$ cat config.mk
export PLATFORM = sky130hd
export DESIGN_NAME = alu_req_arbiter
export DESIGN_NICKNAME = d
export VERILOG_FILES = /design/src/rtl/alu_req_arbiter.sv
export SDC_FILE = /design/constraint.sdc
export NUM_CORES = 1
export LEC_CHECK = 0
export ABC_AREA = 0
export CORE_MARGIN = 1
export CORE_UTILIZATION = 42
export CTS_CLUSTER_DIAMETER = 50
export DETAILED_ROUTE_END_ITERATION = 7
export GPL_TIMING_DRIVEN = 1
export PLACE_DENSITY = 0.82
export SYNTH_ARGS = -nofsm -noshare
export SYNTH_HDL_FRONTEND = slang
export SYNTH_SLANG_ARGS = --single-unit
export TNS_END_PERCENT = 100
$ cat constraint.sdc
create_clock -name CLK -period 3.8 [get_ports CLK]
set_input_delay 0.95 -clock CLK [delete_from_list [all_inputs] [get_ports CLK]]
set_output_delay 0.95 -clock CLK [all_outputs]
set_load 0.01 [all_outputs]
$ cat src/rtl/alu_req_arbiter.sv
// alu_req_arbiter: round-robin sharing of one ALU among NUM_REQ requesters.
// An in-order tag FIFO routes each ALU result back to the requester that
// issued it. FLUSH drains all outstanding operations and then pulses FLUSH_DONE.
// Optional build macro ALU_ARB_STATS_EN adds per-requester issue counters
// and a stall counter (ISSUE_CNT, STALL_CNT).
module alu_req_arbiter #(
    parameter int DATA_WIDTH = 8,
    parameter int NUM_REQ    = 4,
    parameter int MAX_OUTST  = 4
) (
    input  logic                             CLK,
    input  logic                             RST,
    input  logic [NUM_REQ-1:0]               REQ,
    input  logic [4*NUM_REQ-1:0]             REQ_OP,
    input  logic [2*NUM_REQ-1:0]             REQ_MOVI,
    input  logic [DATA_WIDTH*NUM_REQ-1:0]    REQ_A,
    input  logic [DATA_WIDTH*NUM_REQ-1:0]    REQ_B,
    input  logic [DATA_WIDTH*NUM_REQ-1:0]    REQ_IMM,
    input  logic [DATA_WIDTH*NUM_REQ-1:0]    REQ_MEM,
    output logic [NUM_REQ-1:0]               GNT,
    output logic [NUM_REQ-1:0]               RES_VLD,
    output logic [DATA_WIDTH-1:0]            RES_DATA,
    output logic                             ACT,
    output logic [3:0]                       OP,
    output logic [1:0]                       MOVI,
    output logic [DATA_WIDTH-1:0]            REG_A,
    output logic [DATA_WIDTH-1:0]            REG_B,
    output logic [DATA_WIDTH-1:0]            IMM,
    output logic [DATA_WIDTH-1:0]            MEM,
    input  logic                             ALU_RDY,
    input  logic [DATA_WIDTH-1:0]            EX_ALU,
    input  logic                             EX_ALU_VLD,
    input  logic                             FLUSH,
    output logic                             FLUSH_DONE,
    output logic [$clog2(MAX_OUTST):0]       OUTST,
    output logic                             ERR
`ifdef ALU_ARB_STATS_EN
    ,
    output logic [16*NUM_REQ-1:0]            ISSUE_CNT,
    output logic [15:0]                      STALL_CNT
`endif
);

    localparam int unsigned NR = NUM_REQ;
    localparam int PW = $clog2(NUM_REQ);
    localparam int FW = $clog2(MAX_OUTST);
    localparam int OW = FW + 1;

    typedef enum logic [1:0] {S_RUN, S_DRAIN, S_DONE, S_HOLD} state_t;

    state_t                  state_q, state_d;
    logic [PW-1:0]           ptr_q, ptr_d;
    logic [PW-1:0]           winner, idx;
    logic                    found;
    logic                    full, empty, issue, push, pop, spurious;
    logic [OW-1:0]           outst_q, outst_d;
    logic [FW-1:0]           wr_q, rd_q;
    logic [PW-1:0]           tag_q [MAX_OUTST];
    logic [NUM_REQ-1:0]      res_vld_q;
    logic [DATA_WIDTH-1:0]   res_data_q;
    logic                    err_q;
    logic [3:0]              op_q;
    logic [1:0]              movi_q;
    logic [DATA_WIDTH-1:0]   a_q, b_q, imm_q, mem_q;

    logic [3:0]              op_arr   [NUM_REQ];
    logic [1:0]              movi_arr [NUM_REQ];
    logic [DATA_WIDTH-1:0]   a_arr    [NUM_REQ];
    logic [DATA_WIDTH-1:0]   b_arr    [NUM_REQ];
    logic [DATA_WIDTH-1:0]   imm_arr  [NUM_REQ];
    logic [DATA_WIDTH-1:0]   mem_arr  [NUM_REQ];

    for (genvar i = 0; i < NUM_REQ; i++) begin : g_unpack
        assign op_arr[i]   = REQ_OP[4*i +: 4];
        assign movi_arr[i] = REQ_MOVI[2*i +: 2];
        assign a_arr[i]    = REQ_A[DATA_WIDTH*i +: DATA_WIDTH];
        assign b_arr[i]    = REQ_B[DATA_WIDTH*i +: DATA_WIDTH];
        assign imm_arr[i]  = REQ_IMM[DATA_WIDTH*i +: DATA_WIDTH];
        assign mem_arr[i]  = REQ_MEM[DATA_WIDTH*i +: DATA_WIDTH];
    end

    assign full     = (outst_q == OW'(MAX_OUTST));
    assign empty    = (outst_q == '0);
    // A pop in this cycle does not free a slot: full is taken from the register.
    assign issue    = RST & (state_q == S_RUN) & (|REQ) & ALU_RDY & ~full;
    assign push     = issue;
    assign pop      = RST & EX_ALU_VLD & ~empty;
    assign spurious = EX_ALU_VLD & empty;

    // Round-robin search: first active requester at or above the pointer, wrapping.
    always_comb begin
        winner = '0;
        found  = 1'b0;
        idx    = '0;
        for (int unsigned k = 0; k < NR; k++) begin
            idx = PW'((32'(ptr_q) + k) % NR);
            if (!found && REQ[idx]) begin
                winner = idx;
                found  = 1'b1;
            end
        end
    end

    // Pointer advance and outstanding-count update.
    always_comb begin
        ptr_d   = ptr_q;
        outst_d = outst_q;
        if (issue) begin
            ptr_d = (winner == PW'(NR - 1)) ? '0 : winner + 1'b1;
        end
        case ({push, pop})
            2'b10:   outst_d = outst_q + 1'b1;
            2'b01:   outst_d = outst_q - 1'b1;
            default: outst_d = outst_q;
        endcase
    end

    // Flush sequencing: RUN -> DRAIN -> DONE -> RUN (or HOLD while FLUSH stays high).
    always_comb begin
        state_d = state_q;
        case (state_q)
            S_RUN:   if (FLUSH) state_d = S_DRAIN;
            S_DRAIN: if (outst_q == '0) state_d = S_DONE;
            S_DONE:  state_d = FLUSH ? S_HOLD : S_RUN;
            S_HOLD:  if (!FLUSH) state_d = S_RUN;
            default: state_d = S_RUN;
        endcase
    end

    // Control state, FIFO pointers, result and error registers.
    always_ff @(posedge CLK) begin
        if (!RST) begin
            state_q    <= S_RUN;
            ptr_q      <= '0;
            outst_q    <= '0;
            wr_q       <= '0;
            rd_q       <= '0;
            res_vld_q  <= '0;
            res_data_q <= '0;
            err_q      <= 1'b0;
            op_q       <= '0;
            movi_q     <= '0;
            a_q        <= '0;
            b_q        <= '0;
            imm_q      <= '0;
            mem_q      <= '0;
        end else begin
            state_q   <= state_d;
            ptr_q     <= ptr_d;
            outst_q   <= outst_d;
            res_vld_q <= '0;
            if (push) begin
                wr_q   <= wr_q + 1'b1;
                op_q   <= op_arr[winner];
                movi_q <= movi_arr[winner];
                a_q    <= a_arr[winner];
                b_q    <= b_arr[winner];
                imm_q  <= imm_arr[winner];
                mem_q  <= mem_arr[winner];
            end
            if (pop) begin
                rd_q       <= rd_q + 1'b1;
                res_vld_q  <= NUM_REQ'(1) << tag_q[rd_q];
                res_data_q <= EX_ALU;
            end
            if (spurious) err_q <= 1'b1;
        end
    end

    // Tag storage; contents are meaningless while the count says empty.
    always_ff @(posedge CLK) begin
        if (push) tag_q[wr_q] <= winner;
    end

    assign GNT        = issue ? (NUM_REQ'(1) << winner) : '0;
    assign ACT        = issue;
    assign OP         = issue ? op_arr[winner]   : op_q;
    assign MOVI       = issue ? movi_arr[winner] : movi_q;
    assign REG_A      = issue ? a_arr[winner]    : a_q;
    assign REG_B      = issue ? b_arr[winner]    : b_q;
    assign IMM        = issue ? imm_arr[winner]  : imm_q;
    assign MEM        = issue ? mem_arr[winner]  : mem_q;
    assign RES_VLD    = res_vld_q;
    assign RES_DATA   = res_data_q;
    assign FLUSH_DONE = (state_q == S_DONE);
    assign OUTST      = outst_q;
    assign ERR        = err_q;

`ifdef ALU_ARB_STATS_EN
    logic        stall;
    logic [15:0] stall_cnt_q;

    assign stall = (state_q == S_RUN) & (|REQ) & ~issue;

    for (genvar i = 0; i < NUM_REQ; i++) begin : g_stat
        logic [15:0] cnt_q;
        // Saturating count of grants to requester i.
        always_ff @(posedge CLK) begin
            if (!RST) begin
                cnt_q <= '0;
            end else if (issue && (winner == PW'(i)) && (cnt_q != '1)) begin
                cnt_q <= cnt_q + 1'b1;
            end
        end
        assign ISSUE_CNT[16*i +: 16] = cnt_q;
    end

    // Saturating count of RUN cycles where someone requested but nothing issued.
    always_ff @(posedge CLK) begin
        if (!RST) begin
            stall_cnt_q <= '0;
        end else if (stall && (stall_cnt_q != '1)) begin
            stall_cnt_q <= stall_cnt_q + 1'b1;
        end
    end

    assign STALL_CNT = stall_cnt_q;
`endif

endmodule
# Word level (Yosys, flattened, before mapping)
# Memory sizes are Yosys's and may differ from the RTL's. A register that Yosys moved wholly into a read port is not among the register bits.
# Index checks and enable logic that the tools add are counted.
# totals
inputBits	169
n_memories	1
ram_bits	8
output_inout_bits	60
reg_bits	62
elab_cells	113
# mem_list
name	words	word_bits	rd	rd_clocked_by_memory_dff	write_ports	line_no	source
tag_q	4	2	1	1	1	58	logic [PW-1:0] tag_q [MAX_OUTST];
# op_classes
bitwise	10
addsub	8
n_mux	51
n_eq_ne	10
order_cmp	5
shift	2
n_reduce_logical	12
# op_table
cell	count
two-way mux 8 bit	12
binary-select mux 8 bit (select 2 bit)	4
two-way mux 2 bit	14
two-way mux 4 bit	4
less-than comparator 2 x 3 -> 1 bit, second input constant	4
two-way mux 1 bit	9
adder 2 x 1 -> 2 bit, second input constant	4
binary-select mux 1 bit (select 2 bit)	4
binary-select mux 4 bit (select 2 bit)	1
== test 2 bit, second input constant	4
case mux 2 bit (4 select lines)	1
left shift 1 x 2 -> 4 bit, first input constant	2
bitwise AND 1 bit	7
!= test 2 bit, second input constant	3
case mux 3 bit (2 select lines)	1
adder 2 bit, second input constant	2
binary-select mux 2 bit (select 2 bit)	1
== test 2 x 1 -> 1 bit, second input constant	2
OR reduction 4 bit	1
adder 3 x 1 -> 3 bit, second input constant	1
== test 3 bit, second input constant	1
greater-or-equal comparator 3 bit, second input constant	1
logical AND 1 bit	3
logical NOT 1 bit	3
8 further kinds	9

# Longest topological paths before layout
# logic_depth
depth_word	17
ltp_mapped	12
ltp_nobuf	9

# Worst setup path after synthesis
# OpenSTA, ideal clock, no wires.
# synth_timing
kind	input to register
startpoint	input port REQ[1]
endpoint	register outst_q[2] (netlist: OUTST[2])
path_buffers	2
stages	11
setup_slack_ns	0.593
arrival_time_ns	3.132
setup_ns	0.076
required_time_ns	3.724
path_cell_list	nor4_1 a211oi_2 inv_2 buf_2 buf_1 ha_1 inv_1 fa_1 xor2_1 or3_1 a21boi_0
# synth_between
elab_chain_cells	6
word_cells_on_any_way	8
classes_between	2 x eq/ne; 1 x mux; 3 x bitwise; 2 x reduce/logical
# synth_lines
item	line_no	source
from (decl)	13	input logic [NUM_REQ-1:0] REQ,
OR reduction 4 bit *	85	assign issue = RST & (state_q == S_RUN) & (|REQ) & ALU_RDY & ~full;
bitwise AND 1 bit * (3 in series)	85	
== test 2 x 1 -> 1 bit or == test 2 bit (tied branches)	111	case ({push, pop})
case mux 3 bit (2 select lines) or nonzero test 2 bit (tied branches)	-	
to (signal assigned)	150	outst_q <= outst_d;
to (decl)	56	logic [OW-1:0] outst_q, outst_d;
# Every way passes the cells marked *; elsewhere a longest branch is shown, timed or not.
# A chain may end at the register's enable or synchronous reset.

# Worst setup path after layout
# layout_timing
startpoint	input port REQ[2]
endpoint	output port GNT[2]
# layout_between
elab_chain_cells	14
word_cells_on_any_way	27
classes_between	1 x shift; 16 x mux; 3 x bitwise; 7 x reduce/logical
# layout_lines
item	line_no	source
binary-select mux 1 bit (select 2 bit)	97	if (!found && REQ[idx]) begin
two-way mux 1 bit (not written as such)	97	
two-way mux 1 bit	97	
logical NOT 1 bit	97	
logical AND 1 bit	97	
two-way mux 1 bit	97	
logical NOT 1 bit	97	
logical AND 1 bit	97	
two-way mux 1 bit	97	
logical NOT 1 bit	97	
logical AND 1 bit	97	
two-way mux 2 bit *	97	
named net winner[0]	53	logic [PW-1:0] winner, idx;
left shift 1 x 2 -> 4 bit *	175	assign GNT = issue ? (NUM_REQ'(1) << winner) : '0;
two-way mux 4 bit *	175	
to (decl)	20	output logic [NUM_REQ-1:0] GNT,
# The timed path passes the listed nets; every way through them passes the cells marked *. The select of a mux whose other input is x is not followed.

==> metrics.txt <==
# TYPE chip_impl_metric gauge
chip_impl_info{name="run_status",value="finished clean"} 1
chip_impl_metric{name="core_area",unit="um^2"} 10900
chip_impl_metric{name="timing.fmax",unit="GHz"} 0.266
chip_impl_metric{name="place.detailed.hpwl",unit="um"} 12100
chip_impl_metric{name="required",unit="ns"} 2.85
chip_impl_info{name="worst_setup_path_end_kind",value="output pin"} 1
chip_impl_metric{name="drt-vias-per-instance",unit=""} 5.86
chip_impl_metric{name="layout_min_cycle_time",unit="ns"} 3.76
chip_impl_metric{name="placed_area",unit="um^2"} 7310
chip_impl_metric{name="floorplan.initialDensity",unit="%"} 43.4
chip_impl_metric{name="ios",unit=""} 229
chip_impl_metric{name="clockBufferDepth",unit=""} 2
chip_impl_metric{name="cts.htree.levels",unit=""} 3
chip_impl_metric{name="layout-area-overhead-vs-synth",unit="%"} 64.2
chip_impl_metric{name="yosysWarningCount",unit=""} 0
chip_impl_metric{name="finish.cell_count_without_fillers",unit=""} 1004
chip_impl_metric{name="maxSlewHeadroom",unit="%"} 58.8
chip_impl_info{name="final_cell_mix",value="nand3_1, clkdlybuf4s50_1, o21ai_0, a211o_1"} 1
chip_impl_metric{name="netlist_instances",unit=""} 634
chip_impl_metric{name="grt_util_all_layers",unit="%"} 30.0
chip_impl_info{name="cts_tree",value="yes"} 1
chip_impl_metric{name="setup-tns-final",unit="ns"} 0
chip_impl_metric{name="mappedNetlistNets",unit=""} 813
chip_impl_info{name="min_path_type",value="register to register"} 1
chip_impl_info{name="crit_path_end",value="GNT[2]"} 1
chip_impl_metric{name="setup-violations-final",unit=""} 0
chip_impl_info{name="timing.critical_path.from_type",value="input port"} 1
chip_impl_metric{name="final.hold.worst_slack",unit="ns"} 0.459
chip_impl_metric{name="power.density_cell_area",unit="nW/um^2"} 358
chip_impl_metric{name="fill_cells",unit=""} 864
chip_impl_metric{name="wire_per_inst",unit="um"} 18.0
chip_impl_metric{name="number_of_enable_flip_flop_cells_after_synthesis",unit=""} 8
chip_impl_metric{name="synth_async_sr_flop_share",unit="%"} 0
chip_impl_metric{name="drcViolationCount",unit=""} 0
chip_impl_metric{name="worst_r2r_path_depth",unit=""} 11
chip_impl_metric{name="timing.final.hold_violations",unit=""} 0
chip_impl_metric{name="synth-seq-area-share",unit="%"} 32.1
chip_impl_metric{name="slew_violations",unit=""} 0
chip_impl_metric{name="tightest_slew",unit="ns"} 0.618
chip_impl_metric{name="grt_antenna_before_repair",unit=""} 0
chip_impl_info{name="launching_point_of_the_worst_reg2reg_path",value="OUTST[0]"} 1
chip_impl_metric{name="avgSynthCellArea",unit="um^2"} 7.48
chip_impl_metric{name="total_via_count_in_the_routed_design",unit=""} 5886
chip_impl_metric{name="final_nets",unit=""} 1038
chip_impl_info{name="root_buffer",value="clkbuf_16"} 1
chip_impl_info{name="reg2reg_end",value="OUTST[2]"} 1
chip_impl_metric{name="total_number_of_clock_tree_sinks",unit=""} 72
chip_impl_info{name="synth-main-ff-cell",value="dfxtp_1"} 1
chip_impl_metric{name="setup.reg_to_reg.worst_slack",unit="ns"} 1.34
chip_impl_metric{name="post-place-cells",unit=""} 974
chip_impl_metric{name="worst_clock_skew",unit="ns"} 0.00586
chip_impl_metric{name="layout-drive-gt1-share",unit="%"} 13.9
chip_impl_metric{name="number_of_global_route_vias_before_repair",unit=""} 5599
chip_impl_metric{name="grt_overflow_total",unit=""} 0
chip_impl_metric{name="leakage",unit="nW"} 3.15
chip_impl_metric{name="wp_data_arrival",unit="ns"} 2.81
chip_impl_info{name="critical_path_class",value="input port to output pin"} 1
chip_impl_metric{name="cts_hold_buffers_added",unit=""} 0
chip_impl_info{name="layout_commonest_cell",value="nand3_1"} 1
chip_impl_metric{name="die-height",unit="um"} 108
chip_impl_metric{name="postSynthRegisterBits",unit=""} 72
chip_impl_metric{name="fp.dieArea",unit="um^2"} 11700
chip_impl_metric{name="number_of_port_buffers",unit=""} 228
chip_impl_metric{name="max-vdd-ir-drop",unit="uV"} 203
chip_impl_metric{name="clk-insertion-delay-late",unit="ns"} 0.33
chip_impl_metric{name="detail_route.iter0.violations",unit=""} 549
chip_impl_metric{name="critical_path.max_fanout",unit=""} 23
chip_impl_metric{name="synth_cell_type_count",unit=""} 41
chip_impl_info{name="rsz_0062_raised_after_global_routing",value="yes"} 1
chip_impl_metric{name="antenna_diode_instance_count",unit=""} 0
chip_impl_metric{name="cts.reportedPaths.clkPinSlew",unit="ns"} 0.06
chip_impl_metric{name="finish.instance_area",unit="um^2"} 7790
chip_impl_metric{name="pin_count_of_the_biggest_net_entering_global_routing",unit=""} 61
chip_impl_metric{name="cts_buffers",unit=""} 9
chip_impl_metric{name="post_synthesis_instance_area",unit="um^2"} 4740
chip_impl_metric{name="final.period_utilization",unit="%"} 98.9
chip_impl_metric{name="postRouteWirelength",unit="um"} 18000
chip_impl_metric{name="power_consumption",unit="mW"} 2.79
chip_impl_metric{name="die_w",unit="um"} 108
chip_impl_metric{name="drt_first_pass_iters",unit=""} 5
chip_impl_metric{name="timing.max_cap.violations",unit=""} 0
chip_impl_metric{name="floorplan.rows",unit=""} 38
chip_impl_metric{name="wire_length_of_the_first_global_routing_pass",unit="um"} 27400
chip_impl_metric{name="drtAntennaViolNets",unit=""} 0
chip_impl_metric{name="place_congestion",unit=""} 0.838
chip_impl_info{name="setup.worst_path.start",value="REQ[2]"} 1
==> how the worst min path moves through the flow <==
stage	startpoint	to	slack (ns)	cells after the start
2_1_floorplan	state_q[1]	state_q[1]	0.46	2
3_3_place_gp	RES_DATA[7]	RES_DATA[7]	0.44	2
3_5_place_dp	RES_DATA[3]	RES_DATA[3]	0.45	2
4_1_cts	RES_DATA[3]	RES_DATA[3]	0.46	2
5_1_grt	RES_DATA[0]	RES_DATA[0]	0.48	2
6_report	RES_DATA[3]	RES_DATA[3]	0.46	2
==> cell usage after synthesis, types with 2 or more instances <==
| cell type | n | area [um^2] |
|---|---|---|
| nand3_1 | 190 | 951 |
| o21ai_0 | 84 | 420 |
| a211o_1 | 76 | 666 |
| dfxtp_1 | 64 | 1280 |
| nand2_1 | 64 | 240 |
| clkbuf_1 | 28 | 105 |
| buf_2 | 26 | 130 |
| and2_1 | 14 | 87.6 |
| inv_1 | 10 | 37.5 |
| ha_1 | 9 | 113 |
| edfxtp_1 | 8 | 240 |
| buf_4 | 6 | 45.0 |
| a21boi_0 | 5 | 37.5 |
| nor2_1 | 5 | 18.8 |
| nor2b_1 | 4 | 25.0 |
| xnor2_1 | 4 | 35.0 |
| clkbuf_2 | 3 | 15.0 |
| o21a_1 | 3 | 22.5 |
| a21o_1 | 2 | 15.0 |
| buf_1 | 2 | 7.51 |
| buf_6 | 2 | 22.5 |
| mux4_2 | 2 | 45.0 |
| nor3b_1 | 2 | 15.0 |
| o21ai_1 | 2 | 10.0 |
| o21ai_2 | 2 | 17.5 |
| or3_1 | 2 | 12.5 |
==> flip-flops by register name, indices dropped and copies added, names as in the netlist, named ones only <==
| signal | cells |
|---|---|
| state_q | 2 |
| ERR | 1 |
| b_q | 8 |
| OUTST | 3 |
| op_q | 4 |
| imm_q | 8 |
| wr_q | 2 |
| RES_DATA | 8 |
| movi_q | 2 |
| rd_q | 2 |
| RES_VLD | 4 |
| a_q | 8 |
| tag_q | 8 |
| mem_q | 8 |
| ptr_q | 2 |
==> metal layers <==
| layer | global-route usage (%) | up-vias | wire [um] |
|---|---|---|---|
| met1 | 35.4 | 2769 | 6850 |
| met2 | 52.8 | 324 | 9040 |
| met3 | 7.17 | 28 | 1740 |
| met4 | 11.0 | 0 | 401 |
| met5 | 0 | - | 0 |
| li1 | - | 2765 | - |
==> logic make-up (layout without fill, tap and decap cells) <==
group / count (synthesis) / in the layout / synth area share, %
compound gates: 178 / 178 / 25.8
simple gates: 288 / 288 / 29.5
flops: 72 / 72 / 32.1
buf+inv: 78 / 308 / 7.73
fa+ha+maj: 10 / 10 / 2.80
xor+xnor: 5 / 5 / 0.923
mux: 3 / 3 / 1.16
==> per-stage QoR <==
step           worst slack (ns)  utilization (%)
5_1_grt                 -0.0120             71.2
3_5_place_dp             -0.479             66.9
2_1_floorplan             0.593                -
4_1_cts                 0.00910             71.9
6_report                 0.0436             71.2
3_3_place_gp             -0.413             66.9
==> timing repair <==
action                     in CTS  in global routing
resized for setup              86                 58
setup buffers                  10                  0
setup endpoints to repair      42                 37
pin swaps                       4                  6
gates cloned                    3                  1
==> worst max-delay path, stage by stage <==
cell             delay, ns
clkdlybuf4s15_2       0.24
mux2i_4               0.18
buf_6                 0.13
o21ai_4               0.06
buf_12                0.14
buf_12                0.12
buf_16                0.15
nor2_2                0.13
inv_2                 0.07
ha_1                  0.18
and2_1                0.15
dlygate4sd2_1         0.28
==> area by class of cell <==
cell class	count	area (um^2)	area share [%]
multi-input combinational	484	2910	37.4
timing repair buffer	281	2820	36.2
sequential	72	1520	19.5
clock buffer	9	225	2.89
tap	140	175	2.25
clock inverter	7	95.1	1.22
inverter	11	43.8	0.562
==> power breakdown <==
part | internal, mW | switching (mW) | leakage [nW] | total, mW
Clock | 0.576 | 0.349 | 0.156 | 0.925
Sequential | 0.845 | 0.0457 | 0.596 | 0.890
Combinational | 0.507 | 0.471 | 2.40 | 0.977
No activity file was read; power rests on OpenSTA's default activity.
